<file path="src/rtl/rr_arb_pkg.sv">
// Shared types and helpers for the router round-robin arbiters.
// Holds default sizing, the output-stage state type, and the
// rotating-priority pick function used by rr_grant_pick.
package rr_arb_pkg;

  localparam int RR_NUM_CH   = 4;
  localparam int RR_DATA_W   = 4;
  // Largest channel count the pick function supports.
  localparam int RR_MAX_CH   = 16;
  localparam int RR_MAX_SELW = 4;

  typedef enum logic {EMPTY = 1'b0, FULL = 1'b1} ostate_t;

  typedef struct packed {
    logic                   found;
    logic [RR_MAX_SELW-1:0] idx;
  } pick_t;

  // First set bit of req[n-1:0], scanning from ptr upward with wrap.
  // The scan runs backwards so the last hit written is the nearest
  // to ptr, which avoids a break and keeps the loop bound constant.
  function automatic pick_t rr_pick(input logic [RR_MAX_CH-1:0]   req,
                                    input logic [RR_MAX_SELW-1:0] ptr,
                                    input int                     n);
    pick_t r;
    int    idx;
    r = '0;
    for (int k = RR_MAX_CH - 1; k >= 0; k--) begin
      if (k < n) begin
        idx = int'(ptr) + k;
        if (idx >= n) idx = idx - n;
        if (req[idx[RR_MAX_SELW-1:0]]) begin
          r.found = 1'b1;
          r.idx   = idx[RR_MAX_SELW-1:0];
        end
      end
    end
    return r;
  endfunction

endpackage

</file>
<file path="src/rtl/rr_grant_pick.sv">
// Combinational rotating-priority encoder: picks the first valid
// channel at or after ptr, wrapping at NUM_CH.
module rr_grant_pick
  import rr_arb_pkg::*;
#(
  parameter int NUM_CH = RR_NUM_CH,
  parameter int SEL_W  = $clog2(NUM_CH)
) (
  input  logic [NUM_CH-1:0] req_valid,
  input  logic [SEL_W-1:0]  ptr,
  output logic [SEL_W-1:0]  g,
  output logic              any_req
);

  pick_t p;

  // Widen to the package's fixed size, pick, then narrow back.
  always_comb begin
    p       = rr_pick(RR_MAX_CH'(req_valid), RR_MAX_SELW'(ptr), NUM_CH);
    g       = SEL_W'(p.idx);
    any_req = p.found;
  end

endmodule

</file>
<file path="src/rtl/rr_arbiter_mux.sv">
// Round-robin arbiter + mux merging NUM_CH FIFO streams into one
// registered valid/ready output for the CDMA router.
// Build option: define RR_BURST_EN to let a granted channel keep
// priority for up to BURST_LEN consecutive grants.
module rr_arbiter_mux
  import rr_arb_pkg::*;
#(
  parameter int NUM_CH    = RR_NUM_CH,
  parameter int DATA_W    = RR_DATA_W,
  parameter int SEL_W     = $clog2(NUM_CH),
  parameter int BURST_LEN = 4
) (
  input  logic                     clk,
  input  logic                     rst,
  input  logic [NUM_CH-1:0]        req_valid,
  input  logic [NUM_CH*DATA_W-1:0] req_data,
  output logic [NUM_CH-1:0]        req_ready,
  output logic                     out_valid,
  output logic [DATA_W-1:0]        out_data,
  output logic [SEL_W-1:0]         out_sel,
  input  logic                     out_ready
);

  // Out-of-range sizing leaves an empty, named marker block behind.
  if (NUM_CH < 2 || NUM_CH > RR_MAX_CH || BURST_LEN < 1) begin : g_bad_params
  end

  ostate_t                       state;
  logic [SEL_W-1:0]              ptr;
  logic [SEL_W-1:0]              g;
  logic [SEL_W-1:0]              g_nxt;
  logic                          any_req;
  logic                          load_en;
  logic                          grant;
  logic [NUM_CH-1:0][DATA_W-1:0] ch_data;

  assign ch_data = req_data;

  rr_grant_pick #(.NUM_CH(NUM_CH), .SEL_W(SEL_W)) u_pick (
    .req_valid (req_valid),
    .ptr       (ptr),
    .g         (g),
    .any_req   (any_req)
  );

  assign load_en   = (state == EMPTY) || out_ready;
  assign grant     = load_en && any_req && !rst;
  assign g_nxt     = (g == SEL_W'(NUM_CH - 1)) ? '0 : g + 1'b1;
  assign out_valid = (state == FULL);

  // One-hot pop to the granted FIFO, same cycle as the load.
  assign req_ready = grant ? (NUM_CH'(1) << g) : '0;

`ifdef RR_BURST_EN
  localparam int CNT_W = $clog2(BURST_LEN + 1);

  logic [CNT_W-1:0] cnt;
  logic [CNT_W-1:0] cnt_base;
  logic             stay;

  // A grant to a channel other than the held one restarts the count.
  assign cnt_base = (g == ptr) ? cnt : '0;
  assign stay     = cnt_base < CNT_W'(BURST_LEN - 1);

  // Output stage plus pointer/burst tracking; stalls hold everything.
  always_ff @(posedge clk or posedge rst) begin
    if (rst) begin
      state    <= EMPTY;
      out_data <= '0;
      out_sel  <= '0;
      ptr      <= '0;
      cnt      <= '0;
    end else if (load_en) begin
      if (any_req) begin
        state    <= FULL;
        out_data <= ch_data[g];
        out_sel  <= g;
        if (stay) begin
          ptr <= g;
          cnt <= cnt_base + 1'b1;
        end else begin
          ptr <= g_nxt;
          cnt <= '0;
        end
      end else begin
        state <= EMPTY;
      end
    end
  end
`else
  // Output stage plus pointer; stalls hold everything.
  always_ff @(posedge clk or posedge rst) begin
    if (rst) begin
      state    <= EMPTY;
      out_data <= '0;
      out_sel  <= '0;
      ptr      <= '0;
    end else if (load_en) begin
      if (any_req) begin
        state    <= FULL;
        out_data <= ch_data[g];
        out_sel  <= g;
        ptr      <= g_nxt;
      end else begin
        state <= EMPTY;
      end
    end
  end
`endif

endmodule
</file>
<file path="config.mk">
export PLATFORM = sky130hd
export DESIGN_NAME = rr_arbiter_mux
export DESIGN_NICKNAME = d
export VERILOG_FILES = /design/src/rtl/rr_arb_pkg.sv /design/src/rtl/rr_grant_pick.sv /design/src/rtl/rr_arbiter_mux.sv
export SDC_FILE = /design/constraint.sdc
export NUM_CORES = 1
export LEC_CHECK = 0
export BUFFER_PORTS_ARGS = -buffer_cell sky130_fd_sc_hd__clkbuf_2
export CAP_MARGIN = 20
export CORE_UTILIZATION = 48
export DETAILED_ROUTE_END_ITERATION = 8
export PLACE_DENSITY = 0.78
export SKIP_LAST_GASP = 1
export SLEW_MARGIN = 20
export SYNTH_ARGS = -nofsm -noshare
export SYNTH_HDL_FRONTEND = slang
export SYNTH_HIERARCHICAL = 1
export SYNTH_SLANG_ARGS = --single-unit
</file>
<file path="constraint.sdc">
create_clock -name clk -period 3.8 [get_ports clk]
set_input_delay 0.76 -clock clk [delete_from_list [all_inputs] [get_ports clk]]
set_output_delay 0.76 -clock clk [all_outputs]
set_load 0.03 [all_outputs]
</file>
==> impl_metrics.py <==
metrics = {
    "cts": {
        "postCtsSetupBuffers": 0,
        "cts_made_buffers": 3,
        "post_cts_resized": 0,
        "clock_tree.buffer_depth": 2,
        "cts-root-buf": "clkbuf_4",
        "cts_tree": "yes",
        "path_clk_slew_ns": 0.06,
        "clk_latency_ns": 0.27,
        "htreeDepth": 1,
        "cts_hold_buffers": 0,
        "clock_sinks": 9,
    },
    "detailed_routing": {
        "routed_via_density": 5.298,
        "drt-total-wl_um": 1877,
        "first_iter_violations": 16,
        "drt-pass1-iter-count": 4,
        "vias": 747,
        "wire_per_inst_um": 13.31,
        "drt_drc_violations_left": 0,
        "ant_nets": 0,
    },
    "yosys": {
        "synth_edf_count": 0,
        "yosysTopAreaCell": "dfrtp_1",
        "seq_area_frac_synth": 0.2510,
        "synth_top_area_share": 0.2510,
        "synthTopCellsByCount": "dfrtp_1 (9), ha_1 (9), mux2_2 (8)",
        "syn_avg_cell_area_um2": 11.08,
        "yosysWarnings": 6,
        "netlist_instances": 81,
        "yosys_most_used_dff": "dfrtp_1",
        "synthDistinctLibCells": 32,
        "netlist_area_um2": 897.1,
        "synth_area_leaders": "dfrtp_1 (25%), ha_1 (13%), mux4_2 (13%)",
        "async_flop_share": 1.000,
        "ys_ff_latch": 9,
        "syn_nets": 113,
    },
    "global_routing": {
        "grt_pass1_vias": 698,
        "grt_usage": 0.1990,
        "grt_start_max_net_pins": 13,
        "antenna_found_initial": 0,
        "gr-total-overflow": 0,
        "grt_pass1_wl_um": 2856,
    },
    "floorplan": {
        "boundaryPins": 34,
        "die_h_um": 45.23,
        "die_w_um": 45.23,
        "initial_utilization": 0.5140,
        "dieArea_mm2": 0.002046,
        "row_count": 15,
        "core_mm2": 0.001745,
    },
    "power": {
        "vdd_ir_drop_max_uv": 488.0,
        "leakagePower_nw": 0.5394,
        "power.density_mw_per_mm2": 949.9,
        "fin_total_pwr_w": 0.001048,
    },
    "worst_setup_path": {
        "crit_slowest_cell": "dfrtp_1",
        "required_ns": 3.04,
        "worst-setup-path-type": "register to output pin",
        "timing.critical_path.slowest_cell_delay_ns": 0.56,
        "startpoint_type": "register",
        "reg2reg_from": "ptr[1]$_DFFE_PP0P_",
        "startpoint": "ptr[1]$_DFFE_PP0P_",
        "cp_max_fo": 11,
        "crit_arrival_ns": 2.80,
        "critical_path.cell_chain": "inv_1 > ha_1 > mux4_1 > nand2_1 > a21boi_1 > o2bb2ai_1 > buf_4 > inv_1 > ha_1 > nor3b_1 > clkbuf_2",
        "cp-end-kind": "output pin",
    },
    "placement": {
        "dp_hpwl_um": 1500,
        "dp_worst_setup_slack_ns": 0.4591,
        "io_buffers": 33,
        "dpl_cell_area_mm2": 0.001077,
        "place_congestion": 0.8461,
    },
    "timing": {
        "hold_viol": 0,
        "setup_tns_ns": 0,
        "max-slew-margin-rel": 0.6376,
        "worstMarginPinSlew_ns": 0.5436,
        "drv_slew": 0,
        "fin_crit_sh": 0.9362,
        "setup_ws_ns": 0.2423,
        "rsz0062_at_grt": "false",
        "fmaxAchievable_ghz": 0.2811,
        "fin_crit_ns": 3.558,
        "fin_skew_ns": 0.004282,
        "setup_viol": 0,
    },
    "cells_and_area": {
        "nets": 149,
        "finalInstanceArea_mm2": 0.001104,
        "utilization": 0.6323,
        "area_growth_pct": 23.01,
        "num-fill-cells": 164,
        "drive_gt1_frac": 0.4828,
        "diodes": 0,
    },
    "flow_run": {
        "max-cap-violations": 0,
    },
    "run_status": {
        "status": "complete, no violations",
    },
    "worst_hold_path": {
        "holdCritPathClass": "primary input to async pin",
    },
}
==> per-layer routing <==
layer,GRT usage,up-vias,wire length [µm]
met3,0.04800,2,68
met5,0,-,0
li1,-,369,-
met4,0.07273,0,14
met2,0.3710,22,1030
met1,0.2146,354,764
==> report_power, final <==
part	total [W]	switching [W]	leakage, nW	internal [W]
combinational	0.000782	0.000414	0.421	0.000369
clock	0.0000733	0.0000329	0.0150	0.0000404
sequential	0.000193	0.0000454	0.103	0.000147
total	0.00105	0.000492	0.539	0.000556
==> sequential cells by signal (all words and copies together), names as in the netlist <==
register,count
out_sel,2
out_valid,1
ptr,2
out_data,4
==> cell usage in the layout, fill, tap and decap left out, types with 2 or more instances in the layout <==
cell type	instances
clkbuf_2	33
nor3b_1	4
clkbuf_4	3
mux2i_1	2
nand2b_1	2
ha_1	9
inv_1	5
buf_4	2
nor2_1	3
nand2_1	4
or2_2	2
dfrtp_1	9
a221o_1	2
a211oi_1	2
nor2b_1	5
mux2_2	8
mux4_2	5
==> worst max-delay path: cells and delay by family, from the launching register on <==
kind	cells	cell delay, ns
AOI/OAI and AO/OA	2	0.22
DFF	1	0.56
buffers and inverters	4	0.63
and+or+nand+nor	2	0.26
muxes	1	0.29
adders and majority gates	2	0.58
==> kinds of logic (layout without fill, tap and decap cells) <==
group	count (synthesis)	in the layout	synth area share
AND/OR/NAND/NOR	25	25	0.1632
multiplexers	18	18	0.3068
AO/OA/AOI/OAI	11	11	0.09764
adder cells (fa/ha/maj)	9	9	0.1255
flip-flops	9	9	0.2511
buffers and inverters	9	44	0.05578
==> area by class of cell <==
| class | count | area, µm² | share of cell area |
|---|---|---|---|
| multi-input cells | 63 | 621.8 | 0.5635 |
| flip-flops and latches | 9 | 225.2 | 0.2041 |
| repair buffers | 35 | 180.2 | 0.1633 |
| well taps | 25 | 31.28 | 0.02834 |
| clock buffers | 4 | 26.28 | 0.02381 |
| inverters | 5 | 18.77 | 0.01701 |
==> metrics by stage <==
step / hold WS (ns) / std cells
6_report: 0.4941 / 141
2_1_floorplan: 0.5560 / 81
3_5_place_dp: 0.4950 / 137
3_3_place_gp: 0.4880 / 137
5_1_grt: 0.5200 / 141
4_1_cts: 0.4984 / 141
==> worst paths after layout <==
kind,to,slack [ns],cells after the start
worst max register to register,out_data[3]$_DFFE_PP0P_,0.96,9
worst max-delay path,req_ready[0],0.24,11
max in group asynchronous,ptr[1]$_DFFE_PP0P_,3.04,2
worst min register to register,out_sel[1]$_DFFE_PP0P_,0.50,1
worst min-delay path,out_data[2]$_DFFE_PP0P_,0.49,2
min in group clk,out_sel[1]$_DFFE_PP0P_,0.50,1
Note: power is estimated with default switching activity, not from simulation.
